[config.mk]
export PLATFORM = sky130hd
export DESIGN_NAME = uart_frame_tx
export DESIGN_NICKNAME = d
export VERILOG_FILES = /design/src/rtl/uart_pkg.sv /design/src/rtl/uart_tx_byte.sv /design/src/rtl/uart_frame_tx.sv
export SDC_FILE = /design/constraint.sdc
export NUM_CORES = 1
export LEC_CHECK = 0
export ABC_AREA = 1
export CAP_MARGIN = 25
export CORE_UTILIZATION = 36
export DETAILED_ROUTE_END_ITERATION = 10
export SLEW_MARGIN = 30
export SYNTH_ARGS = -nofsm -noshare
export SYNTH_HDL_FRONTEND = slang
export SYNTH_SLANG_ARGS = --single-unit
[constraint.sdc]
create_clock -name clk -period 1.9 [get_ports clk]
set_input_delay 0.19 -clock clk [delete_from_list [all_inputs] [get_ports clk]]
set_output_delay 0.19 -clock clk [all_outputs]
set_load 0.02 [all_outputs]
[src/rtl/uart_pkg.sv]
// Shared constants, state encoding and checksum helper for the framed UART transmitter.
package uart_pkg;
  localparam logic [7:0] SYNC_BYTE = 8'hA5;
  localparam int         FRAME_LEN = 4;

  typedef enum logic [2:0] {IDLE, START, DATA, PARITY, STOP} tx_state_e;

  function automatic logic [7:0] checksum(input logic [7:0] a, input logic [7:0] b,
                                          input logic [7:0] c);
    return a ^ b ^ c;
  endfunction
endpackage

[src/rtl/uart_tx_byte.sv]
// Single-byte UART serializer: start, 8 data bits LSB first, optional even parity, stop.
// UART_PARITY_EN selects 8E1; otherwise 8N1.
module uart_tx_byte
  import uart_pkg::*;
#(
  parameter int NUM_CYCLES_PER_BIT = 10417
) (
  input  logic       clk,
  input  logic       rst,
  input  logic       start,
  input  logic [7:0] data,
  output logic       tx_out,
  output logic       done
);
  localparam int            CW       = $clog2(NUM_CYCLES_PER_BIT);
  localparam logic [CW-1:0] BIT_LAST = CW'(NUM_CYCLES_PER_BIT - 1);

  tx_state_e     state, state_nxt;
  logic [CW-1:0] bit_cnt;
  logic [2:0]    bit_idx;
  logic [7:0]    shreg;
  logic          tick, load, shift, tx_nxt;
`ifdef UART_PARITY_EN
  logic          par;
`endif

  assign tick = (bit_cnt == BIT_LAST);

  // tx_nxt is the line value for the next cycle, so the line is always a flop.
  always_comb begin
    state_nxt = state;
    tx_nxt    = tx_out;
    load      = 1'b0;
    shift     = 1'b0;
    done      = 1'b0;
    case (state)
      IDLE: if (start) begin
        load      = 1'b1;
        state_nxt = START;
        tx_nxt    = 1'b0;
      end
      START: if (tick) begin
        state_nxt = DATA;
        tx_nxt    = shreg[0];
      end
      DATA: if (tick) begin
        if (bit_idx == 3'd7) begin
`ifdef UART_PARITY_EN
          state_nxt = PARITY;
          tx_nxt    = par;
`else
          state_nxt = STOP;
          tx_nxt    = 1'b1;
`endif
        end else begin
          shift  = 1'b1;
          tx_nxt = shreg[1];
        end
      end
`ifdef UART_PARITY_EN
      PARITY: if (tick) begin
        state_nxt = STOP;
        tx_nxt    = 1'b1;
      end
`endif
      STOP: if (tick) begin
        done = 1'b1;
        // a start here chains the next byte with no idle gap
        if (start) begin
          load      = 1'b1;
          state_nxt = START;
          tx_nxt    = 1'b0;
        end else begin
          state_nxt = IDLE;
          tx_nxt    = 1'b1;
        end
      end
      default: state_nxt = IDLE;
    endcase
  end

  always_ff @(posedge clk or negedge rst) begin
    if (!rst) begin
      state   <= IDLE;
      tx_out  <= 1'b1;
      bit_cnt <= '0;
      bit_idx <= '0;
      shreg   <= '0;
`ifdef UART_PARITY_EN
      par     <= 1'b0;
`endif
    end else begin
      state  <= state_nxt;
      tx_out <= tx_nxt;
      if (state == IDLE || tick) bit_cnt <= '0;
      else                       bit_cnt <= bit_cnt + CW'(1);
      if (load) begin
        shreg   <= data;
        bit_idx <= '0;
`ifdef UART_PARITY_EN
        par     <= ^data;
`endif
      end else if (shift) begin
        shreg   <= shreg >> 1;
        bit_idx <= bit_idx + 3'd1;
      end
    end
  end
endmodule

[src/rtl/uart_frame_tx.sv]
// Framed UART transmitter: SYNC, cmd, payload, checksum per accepted request.
// UART_PARITY_EN selects 8E1 bytes (11 bits); otherwise 8N1 (10 bits).
module uart_frame_tx
  import uart_pkg::*;
#(
  parameter int NUM_CYCLES_PER_BIT = 10417
) (
  input  logic       clk,
  input  logic       rst,
  input  logic       frame_valid,
  output logic       frame_ready,
  input  logic [7:0] cmd,
  input  logic [7:0] payload,
  output logic       tx_out,
  output logic       busy,
  output logic       frame_done
);
  logic       accept, byte_start, byte_done, last_byte;
  logic [7:0] byte_data, cmd_q, payload_q, csum_q;
  logic [1:0] byte_idx;

  assign frame_ready = ~busy;
  assign accept      = frame_valid & frame_ready;
  assign last_byte   = (byte_idx == 2'(FRAME_LEN - 1));
  assign byte_start  = accept | (byte_done & ~last_byte);

  // byte_idx names the byte on the line; on its done we feed the one after it
  always_comb begin
    byte_data = SYNC_BYTE;
    if (!accept) begin
      case (byte_idx)
        2'd0:    byte_data = cmd_q;
        2'd1:    byte_data = payload_q;
        default: byte_data = csum_q;
      endcase
    end
  end

  always_ff @(posedge clk or negedge rst) begin
    if (!rst) begin
      busy       <= 1'b0;
      frame_done <= 1'b0;
      byte_idx   <= '0;
      cmd_q      <= '0;
      payload_q  <= '0;
      csum_q     <= '0;
    end else begin
      frame_done <= byte_done & last_byte;
      if (accept) begin
        busy      <= 1'b1;
        byte_idx  <= '0;
        cmd_q     <= cmd;
        payload_q <= payload;
        csum_q    <= checksum(SYNC_BYTE, cmd, payload);
      end else if (byte_done) begin
        if (last_byte) begin
          busy     <= 1'b0;
          byte_idx <= '0;
        end else begin
          byte_idx <= byte_idx + 2'd1;
        end
      end
    end
  end

  uart_tx_byte #(.NUM_CYCLES_PER_BIT(NUM_CYCLES_PER_BIT)) u_ser (
    .clk    (clk),
    .rst    (rst),
    .start  (byte_start),
    .data   (byte_data),
    .tx_out (tx_out),
    .done   (byte_done)
  );
endmodule

==> results of run 1 <==
worst max-delay path by stage:
| stage | start | end | slack, ns |
|---|---|---|---|
| 6_report | u_ser.bit_cnt[0]$_DFF_PN0_ | u_ser.shreg[1]$_DFFE_PN0P_ | 0.13 |
| 4_1_cts | u_ser.bit_cnt[0]$_DFF_PN0_ | u_ser.shreg[5]$_DFFE_PN0P_ | 0.09 |
| 3_3_place_gp | u_ser.bit_cnt[0]$_DFF_PN0_ | u_ser.shreg[0]$_DFFE_PN0P_ | 0.16 |
| 2_1_floorplan | u_ser.bit_cnt[0]$_DFF_PN0_ | u_ser.shreg[1]$_DFFE_PN0P_ | 0.38 |
| 3_5_place_dp | u_ser.bit_cnt[0]$_DFF_PN0_ | u_ser.shreg[5]$_DFFE_PN0P_ | 0.12 |
| 5_1_grt | u_ser.bit_cnt[0]$_DFF_PN0_ | u_ser.shreg[1]$_DFFE_PN0P_ | -0.01 |
per-stage QoR:
step / worst slack [ns] / hold slack, ns / util / std cells
final: 0.125 / 0.385 / 0.454 / 547
after global routing: -0.0103 / 0.419 / 0.454 / 547
after CTS: 0.0907 / 0.381 / 0.442 / 539
after detailed placement: 0.118 / 0.220 / 0.419 / 522
after global placement: 0.157 / 0.220 / 0.419 / 522
after floorplan: 0.377 / -0.106 / - / 394
power breakdown:
| group | total [mW] | switching (mW) | internal [mW] |
|---|---|---|---|
| logic | 0.142 | 0.0726 | 0.0691 |
| clock network | 1.04 | 0.494 | 0.542 |
| registers | 1.26 | 0.0130 | 1.25 |
| total | 2.44 | 0.579 | 1.86 |
final cells by class:
type                       instances  share of cell area
sequential                        57               0.383
inverter                          61              0.0627
clock inverter                     4             0.00738
multi-input combinational        272               0.377
tap                              105              0.0352
timing repair buffer              36              0.0933
clock buffer                      12              0.0416
logic make-up after synthesis:
logic type                 count (synthesis)
xor gates and xnor gates                   6
AOI/OAI and AO/OA                         50
buffers and inverters                     67
DFF                                       57
and+or+nand+nor                          207
adders and majority gates                  7
per-layer routing:
metal	GRT usage	wire length (um)
met2	0.258	2940
met1	0.201	2970
met3	0.0437	194
met5	0	0
met4	0.0615	77
state kept, by name (all words and copies together), names as in the netlist:
name	flops
payload_q	8
byte_idx	2
u_ser.state	3
busy	1
u_ser.bit_idx	3
csum_q	8
u_ser.tx_out	1
u_ser.shreg	8
cmd_q	8
frame_done	1
u_ser.bit_cnt	14
placed cells by master (no fill, tap or decap), types with 3 or more instances in the layout:
| cell type | n |
|---|---|
| sky130_fd_sc_hd__nand3_1 | 21 |
| sky130_fd_sc_hd__nor3_1 | 4 |
| sky130_fd_sc_hd__nand2_2 | 4 |
| sky130_fd_sc_hd__buf_4 | 11 |
| sky130_fd_sc_hd__clkdlybuf4s50_1 | 21 |
| sky130_fd_sc_hd__clkbuf_8 | 11 |
| sky130_fd_sc_hd__xor2_1 | 6 |
| sky130_fd_sc_hd__nor2_1 | 26 |
| sky130_fd_sc_hd__inv_1 | 43 |
| sky130_fd_sc_hd__nor2_2 | 7 |
| sky130_fd_sc_hd__clkinv_1 | 9 |
| sky130_fd_sc_hd__o21ai_0 | 23 |
| sky130_fd_sc_hd__inv_2 | 7 |
| sky130_fd_sc_hd__o22ai_1 | 5 |
| sky130_fd_sc_hd__clkinvlp_4 | 3 |
| sky130_fd_sc_hd__nand4_1 | 9 |
| sky130_fd_sc_hd__a31oi_1 | 4 |
| sky130_fd_sc_hd__a21oi_1 | 14 |
| sky130_fd_sc_hd__nand2_1 | 124 |
| sky130_fd_sc_hd__dfrtp_1 | 56 |
| sky130_fd_sc_hd__ha_1 | 7 |
tightest hold or removal path, stage by stage:
cell	delay, ns
sky130_fd_sc_hd__dlygate4sd3_1	0.52
sky130_fd_sc_hd__buf_2	0.12
sky130_fd_sc_hd__buf_12	0.29
timing repair:
item | in CTS | in global routing
endpoints found under the hold margin | 56 | 0
setup buffers | 0 | 6
gates resized for setup | 0 | 5
setup endpoints to repair | 0 | 10
hold buffers | 1 | 0
==> impl_metrics.prom, run 1 <==
# TYPE chip_impl_metric gauge
chip_impl_metric{name="grt_start_max_net_pins",unit=""} 58
chip_impl_metric{name="clock_tree.htree_level_count",unit=""} 3
chip_impl_info{name="status",value="complete, no violations"} 1
chip_impl_metric{name="first_global_vias",unit=""} 2470
chip_impl_metric{name="worst_ir_drop_vdd",unit="uV"} 423
chip_impl_metric{name="final-setup-viol-count",unit=""} 0
chip_impl_metric{name="yosys_warning_count",unit=""} 0
chip_impl_info{name="most_numerous_cell_in_the_yosys_netlist",value="sky130_fd_sc_hd__nand2_1"} 1
chip_impl_metric{name="drv.max_cap_violation_count",unit=""} 0
chip_impl_metric{name="ys_seq_area_frac",unit=""} 0.466
chip_impl_metric{name="antenna_cells",unit=""} 0
chip_impl_metric{name="layout.area.seq",unit="um2"} 1430
chip_impl_metric{name="synthesis.area_per_instance",unit="um2"} 7.77
chip_impl_metric{name="wire_length_of_the_first_global_routing_pass",unit="mm"} 11.0
chip_impl_metric{name="timing.reg2reg.setup_slack",unit="ns"} 0.13
chip_impl_metric{name="finalWeightedCongestion",unit=""} 0.760
chip_impl_metric{name="power",unit="mW"} 2.44
chip_impl_info{name="combinational_family_with_the_most_area_after_synthesis",value="simple AND/OR/NAND/NOR gates"} 1
chip_impl_info{name="yosys-top-cells-area",value="sky130_fd_sc_hd__dfrtp_1, sky130_fd_sc_hd__nand2_1, sky130_fd_sc_hd__inv_1"} 1
chip_impl_metric{name="floorplan.die_area",unit="um2"} 8870
chip_impl_metric{name="critical_path_cell_count",unit=""} 12
chip_impl_metric{name="numCtsBuffers",unit=""} 9
chip_impl_metric{name="clock_latency",unit="ns"} 0.34
chip_impl_metric{name="slew_headroom",unit=""} 0.713
chip_impl_metric{name="synth_cell_type_count",unit=""} 34
chip_impl_metric{name="synth-edff-count",unit=""} 0
chip_impl_info{name="worstSetupEndpointType",value="register"} 1
chip_impl_metric{name="drt.antenna.violating_nets",unit=""} 0
chip_impl_metric{name="drt_pass1_iterations",unit=""} 4
chip_impl_metric{name="worst-path-buf-inv",unit=""} 4
chip_impl_metric{name="synth_simple_gate_area_frac",unit=""} 0.314
chip_impl_metric{name="drt_drc",unit=""} 0
chip_impl_metric{name="grt_antenna_before_repair",unit=""} 0
chip_impl_metric{name="layout_fillers",unit=""} 808
chip_impl_metric{name="synth-seq-cells",unit=""} 57
chip_impl_metric{name="setup-tns-final",unit="ns"} 0
chip_impl_metric{name="power.static_leakage",unit="nW"} 1.75
chip_impl_metric{name="fin_crit_sh",unit=""} 0.934
chip_impl_metric{name="floorplan.core_area",unit="um2"} 8220
chip_impl_metric{name="power_density",unit="nW/um2"} 653
chip_impl_metric{name="async_s_r_ff_share_synth",unit=""} 1.00
chip_impl_info{name="postSynth.topFlopCell",value="sky130_fd_sc_hd__dfrtp_1"} 1
chip_impl_metric{name="cts.sinks",unit=""} 57
chip_impl_metric{name="post_synth_mux_area_share",unit=""} 0
chip_impl_metric{name="num-nets-final",unit=""} 463
chip_impl_metric{name="synthesis.nets",unit=""} 420
chip_impl_metric{name="synthDominantCellAreaShare",unit=""} 0.458
chip_impl_metric{name="average_detailed_routed_wire_length_per_instance",unit="um"} 11.3
chip_impl_metric{name="final_layout_size_suffix_gt1_frac",unit=""} 0.140
chip_impl_info{name="min_delay_path_class",value="input pin to async pin"} 1
chip_impl_metric{name="worst_clock_skew",unit="ns"} 0.00783
chip_impl_info{name="crit_chain",value="inv_1 > ha_1 > inv_1 > nor2_1 > nand2_1 > nor2_4 > nand4_4 > nand2_4 > buf_12 > nand4_1 > nand2_1 > inv_1"} 1
chip_impl_info{name="crit_family",value="simple AND/OR/NAND/NOR gates"} 1
chip_impl_info{name="cts_root_buf",value="sky130_fd_sc_hd__clkbuf_8"} 1
chip_impl_info{name="rr_startpoint",value="u_ser.bit_cnt[0]$_DFF_PN0_"} 1
chip_impl_info{name="critical_path.startpoint_type",value="register"} 1
chip_impl_metric{name="vias_per_cell",unit=""} 4.67
chip_impl_metric{name="hold_viol_final",unit=""} 0
chip_impl_info{name="critical_path_class",value="register to register"} 1
chip_impl_metric{name="syn_to_final_growth",unit="%"} 21.9
chip_impl_metric{name="gr-usage-all-layers",unit=""} 0.160
chip_impl_metric{name="initialDrtViolationCount",unit=""} 100
chip_impl_info{name="yosys-top-cells-count",value="sky130_fd_sc_hd__nand2_1, sky130_fd_sc_hd__dfrtp_1, sky130_fd_sc_hd__inv_1"} 1
chip_impl_metric{name="synth_compound_area_frac",unit=""} 0.0871
chip_impl_metric{name="final_max_slew_violation_count",unit=""} 0
chip_impl_metric{name="synth-adder-area-share",unit=""} 0.0286
chip_impl_metric{name="synthCells",unit=""} 394
chip_impl_info{name="critical-path-top-cell-by-count",value="sky130_fd_sc_hd__inv_1"} 1
chip_impl_metric{name="fin_area",unit="um2"} 3730
chip_impl_metric{name="initial_utilization",unit=""} 0.372
chip_impl_metric{name="critical_path_arrival",unit="ns"} 2.01
chip_impl_metric{name="multiInputGateArea",unit="um2"} 1410
chip_impl_metric{name="placement.io_buffers",unit=""} 22
chip_impl_info{name="r2r-end",value="u_ser.shreg[1]$_DFFE_PN0P_"} 1
chip_impl_metric{name="route.final.wire_length",unit="mm"} 6.18
chip_impl_metric{name="die_h",unit="um"} 94.2
chip_impl_metric{name="vias_after_detailed_routing",unit=""} 2554
chip_impl_metric{name="syn-cell-area",unit="um2"} 3060
chip_impl_metric{name="cp.required",unit="ns"} 2.13
chip_impl_metric{name="worst_setup_hold_path_clk_slew",unit="ns"} 0.07
chip_impl_info{name="netlist.top_cell.by_area",value="sky130_fd_sc_hd__dfrtp_1"} 1
chip_impl_metric{name="die-width",unit="um"} 94.2
chip_impl_metric{name="yosys.area_share.xor_xnor",unit=""} 0.0172
chip_impl_metric{name="cts_max_path_buffers",unit=""} 2
chip_impl_metric{name="finalWorstPathRequiredPeriod",unit="ns"} 1.77
chip_impl_metric{name="worst_path_largest_cell_delay",unit="ns"} 0.41
chip_impl_info{name="crit_path_top_delay_cell",value="sky130_fd_sc_hd__dfrtp_1"} 1
chip_impl_metric{name="worst-slew-pin-transition",unit="ns"} 0.429
chip_impl_metric{name="dp.final_hpwl",unit="mm"} 4.28
chip_impl_metric{name="grt_remaining_overflow",unit=""} 0
chip_impl_info{name="cts_tree",value="done"} 1
chip_impl_metric{name="r2r_cells",unit=""} 12
chip_impl_metric{name="postPlaceCellArea",unit="um2"} 3440
chip_impl_metric{name="rows",unit=""} 33
chip_impl_metric{name="fmax",unit="MHz"} 564
chip_impl_metric{name="top_level_ports",unit=""} 23
chip_impl_metric{name="critical_path_peak_fanout",unit=""} 6
Note: power is estimated with default switching activity, not from simulation.
==> run 2: changes to the inputs <==
SYNTH_HIERARCHICAL = 1   (was default)
==> impl_metrics.prom, run 2 <==
# TYPE chip_impl_metric gauge
chip_impl_metric{name="synth_compound_area_frac",unit=""} 0.0616
chip_impl_metric{name="num-nets-final",unit=""} 455
chip_impl_metric{name="syn-cell-area",unit="um2"} 3150
chip_impl_info{name="postSynth.topFlopCell",value="sky130_fd_sc_hd__dfrtp_1"} 1
chip_impl_metric{name="finalWorstPathRequiredPeriod",unit="ns"} 1.81
chip_impl_metric{name="critical_path_peak_fanout",unit=""} 12
chip_impl_info{name="critical-path-top-cell-by-count",value="sky130_fd_sc_hd__nand2_1"} 1
chip_impl_metric{name="synthesis.area_per_instance",unit="um2"} 7.91
chip_impl_metric{name="power.static_leakage",unit="nW"} 1.86
chip_impl_info{name="final_cell_mix",value="sky130_fd_sc_hd__nand2_1, sky130_fd_sc_hd__dfrtp_1, sky130_fd_sc_hd__inv_1"} 1
chip_impl_metric{name="drv.max_cap_violation_count",unit=""} 0
chip_impl_info{name="cts_tree",value="done"} 1
chip_impl_info{name="combinational_family_with_the_most_area_after_synthesis",value="simple AND/OR/NAND/NOR gates"} 1
chip_impl_metric{name="die-width",unit="um"} 95.5
chip_impl_metric{name="final-setup-viol-count",unit=""} 0
chip_impl_info{name="cts_root_buf",value="sky130_fd_sc_hd__clkbuf_8"} 1
chip_impl_metric{name="initial_utilization",unit=""} 0.377
chip_impl_metric{name="worst_clock_skew",unit="ns"} 0.00558
chip_impl_metric{name="final_core_util",unit=""} 0.447
chip_impl_metric{name="average_detailed_routed_wire_length_per_instance",unit="um"} 11.6
chip_impl_info{name="mostFrequentLayoutCell",value="sky130_fd_sc_hd__nand2_1"} 1
chip_impl_info{name="most_numerous_cell_in_the_yosys_netlist",value="sky130_fd_sc_hd__nand2_1"} 1
chip_impl_metric{name="antenna_cells",unit=""} 0
chip_impl_metric{name="syn_to_final_growth",unit="%"} 18.3
chip_impl_metric{name="route.final.wire_length",unit="mm"} 6.23
chip_impl_info{name="largest_register",value="u_ser/bit_cnt"} 1
chip_impl_metric{name="synth_cell_type_count",unit=""} 25
chip_impl_metric{name="dp.final_hpwl",unit="mm"} 4.39
chip_impl_info{name="critical_path.startpoint_type",value="register"} 1
chip_impl_metric{name="critical_path_arrival",unit="ns"} 2.03
chip_impl_metric{name="synthDominantCellAreaShare",unit=""} 0.445
chip_impl_metric{name="cp.required",unit="ns"} 2.12
chip_impl_metric{name="grt_remaining_overflow",unit=""} 0
chip_impl_metric{name="fin_crit_sh",unit=""} 0.954
chip_impl_metric{name="floorplan.core_area",unit="um2"} 8340
chip_impl_metric{name="post_cts_buffers",unit=""} 0
chip_impl_info{name="rsz0062_at_grt",value="true"} 1
chip_impl_info{name="netlist.top_cell.by_area",value="sky130_fd_sc_hd__dfrtp_1"} 1
chip_impl_metric{name="hold_ws",unit="ns"} 0.344
chip_impl_metric{name="finalWeightedCongestion",unit=""} 0.827
chip_impl_metric{name="floorplan.die_area",unit="um2"} 9120
chip_impl_metric{name="gr-usage-all-layers",unit=""} 0.160
chip_impl_metric{name="place_inst",unit=""} 522
chip_impl_metric{name="final_layout_size_suffix_gt1_frac",unit=""} 0.161
chip_impl_metric{name="rows",unit=""} 33
chip_impl_metric{name="yosys_warning_count",unit=""} 6
chip_impl_metric{name="clock_latency",unit="ns"} 0.33
chip_impl_metric{name="drt.antenna.violating_nets",unit=""} 0
chip_impl_metric{name="cts.sinks",unit=""} 57
chip_impl_metric{name="async_s_r_ff_share_synth",unit=""} 1.00
chip_impl_metric{name="numCtsBuffers",unit=""} 9
chip_impl_metric{name="slew_headroom",unit=""} 0.681
chip_impl_metric{name="first_global_vias",unit=""} 2415
chip_impl_metric{name="grt_start_max_net_pins",unit=""} 44
chip_impl_metric{name="worst_setup_hold_path_clk_slew",unit="ns"} 0.07
chip_impl_metric{name="non_filler_instances",unit=""} 539
chip_impl_metric{name="clock_tree.htree_level_count",unit=""} 3
chip_impl_metric{name="synth-seq-cells",unit=""} 57
chip_impl_metric{name="synthesis.nets",unit=""} 424
chip_impl_metric{name="worst_path_largest_cell_delay",unit="ns"} 0.41
chip_impl_metric{name="top_level_ports",unit=""} 23
chip_impl_info{name="worstSetupEndpointType",value="register"} 1
chip_impl_metric{name="largest_reg_flops",unit=""} 14
chip_impl_metric{name="synth-adder-area-share",unit=""} 0.0278
chip_impl_metric{name="hold_viol_final",unit=""} 0
chip_impl_metric{name="cts_max_path_buffers",unit=""} 2
chip_impl_metric{name="yosys.area_share.xor_xnor",unit=""} 0.00835
chip_impl_info{name="yosys-top-cells-area",value="sky130_fd_sc_hd__dfrtp_1, sky130_fd_sc_hd__nand2_1, sky130_fd_sc_hd__inv_1"} 1
chip_impl_metric{name="initialDrtViolationCount",unit=""} 97
chip_impl_metric{name="die_h",unit="um"} 95.5
chip_impl_metric{name="vias_per_cell",unit=""} 4.67
chip_impl_info{name="status",value="complete, no violations"} 1
chip_impl_metric{name="power_density",unit="nW/um2"} 683
chip_impl_metric{name="synth-edff-count",unit=""} 0
chip_impl_metric{name="r2r_cells",unit=""} 13
chip_impl_metric{name="ys_seq_area_frac",unit=""} 0.453
chip_impl_metric{name="grt_antenna_before_repair",unit=""} 0
chip_impl_metric{name="post_synth_mux_area_share",unit=""} 0
chip_impl_info{name="crit_chain",value="inv_1 > ha_1 > nand3_2 > nor2_4 > nand2_4 > nor3_4 > nand2_1 > nand2_1 > inv_2 > nor2_4 > nand2_4 > nand2_1 > a21oi_2"} 1
chip_impl_metric{name="wire_length_of_the_first_global_routing_pass",unit="mm"} 11.2
chip_impl_info{name="critical_path_class",value="register to register"} 1
chip_impl_metric{name="drt_drc",unit=""} 0
chip_impl_metric{name="synth_simple_gate_area_frac",unit=""} 0.354
chip_impl_metric{name="vias_after_detailed_routing",unit=""} 2515
chip_impl_metric{name="placement.io_buffers",unit=""} 22
chip_impl_info{name="yosys-top-cells-count",value="sky130_fd_sc_hd__nand2_1, sky130_fd_sc_hd__dfrtp_1, sky130_fd_sc_hd__inv_1"} 1
chip_impl_info{name="crit_path_top_delay_cell",value="sky130_fd_sc_hd__dfrtp_1"} 1
chip_impl_metric{name="layout_fillers",unit=""} 836
chip_impl_metric{name="drt_pass1_iterations",unit=""} 4
chip_impl_metric{name="worst_ir_drop_vdd",unit="uV"} 391
chip_impl_metric{name="fmax",unit="MHz"} 552
chip_impl_metric{name="worst-slew-pin-transition",unit="ns"} 0.478
chip_impl_info{name="min_delay_path_class",value="input pin to async pin"} 1
chip_impl_metric{name="synthCells",unit=""} 398
chip_impl_metric{name="final_max_slew_violation_count",unit=""} 0
## run 2: cell types whose count changed after synthesis, sizes merged, moves of 3 or more
| cell | previous run | this run |
|---|---|---|
| inv | 51 | 55 |
| nand3 | 23 | 43 |
| nor2 | 37 | 28 |
| xor2 | 6 | 3 |
| clkbuf | 4 | 0 |
| a31oi | 4 | 0 |
| o22ai | 5 | 0 |
| clkinv | 10 | 0 |
| o21ai | 25 | 28 |
| nand2 | 130 | 143 |
| nand4 | 10 | 5 |
| a21oi | 14 | 10 |
| buf | 2 | 10 |
## run 2: cell families after synthesis
kind of cell | count (synthesis)
xor gates and xnor gates | 3
DFF | 57
adders and majority gates | 7
AOI/OAI and AO/OA | 38
and+or+nand+nor | 228
buffers and inverters | 65
## run 2: stage by stage
step                      worst slack (ns)  area [um2]  power [mW]  setup TNS, ns
final                               0.0883        3720        2.54              0
after global routing               -0.0900        3720        2.65         -0.871
after CTS                           0.0690        3720        2.58              0
after detailed placement            0.0890        3500        1.38              0
after global placement               0.156        3500        1.37              0
after floorplan                   -0.00673        3170        1.30        -0.0462
## run 2: area by class of cell
type,count,area (um2),share of cell area
clock buffers,14,173,0.0464
multi-input cells,276,1450,0.388
repair buffers,30,307,0.0823
inverters,55,206,0.0554
well taps,105,131,0.0353
clock inverters,2,35.0,0.00941
flip-flops and latches,57,1430,0.383
## run 2: layer usage
layer / vias up / GRT usage / share of wire / routed length, um
li1: 1314 / - / - / -
met1: 1154 / 0.213 / 0.50 / 3100
met2: 40 / 0.251 / 0.46 / 2840
met3: 7 / 0.0383 / 0.034 / 211
met4: 0 / 0.0597 / 0.013 / 80
met5: - / 0 / 0 / 0
## run 2: report_power, final
| group | leakage (nW) | internal, mW | switching (mW) | total (mW) |
|---|---|---|---|---|
| Combinational | 1.02 | 0.0561 | 0.0646 | 0.121 |
| Sequential | 0.735 | 1.23 | 0.00655 | 1.23 |
| Clock | 0.107 | 0.712 | 0.477 | 1.19 |
## run 2: worst paths after layout
| kind | startpoint | to | slack [ns] |
|---|---|---|---|
| max | u_ser/bit_cnt[0]$_DFF_PN0_ | u_ser/bit_idx[0]$_DFFE_PN0P_ | 0.09 |
| max reg2reg | u_ser/bit_cnt[0]$_DFF_PN0_ | u_ser/bit_idx[0]$_DFFE_PN0P_ | 0.09 |
| max in group asynchronous | rst | u_ser/tx_out$_DFFE_PN1P_ | 0.93 |
| min in group clk | payload[2] | payload_q[2]$_DFFE_PN0P_ | 0.45 |
| min | rst | u_ser/bit_cnt[7]$_DFF_PN0_ | 0.34 |
| min reg2reg | u_ser/tx_out$_DFFE_PN1P_ | u_ser/tx_out$_DFFE_PN1P_ | 0.48 |
## run 2: what timing repair did
item | CTS | global route
hold buffers | 1 | 0
endpoints found under the hold margin | 18 | 0
resized for setup | 0 | 2
endpoints found under the setup margin | 0 | 13
## run 2: worst max-delay path, delay by kind of cell, from the launching register on
kind	cells	cell delay (ns)
compound gates	1	0.03
flops	1	0.41
fa+ha+maj	1	0.15
buf+inv	2	0.13
simple gates	9	0.95
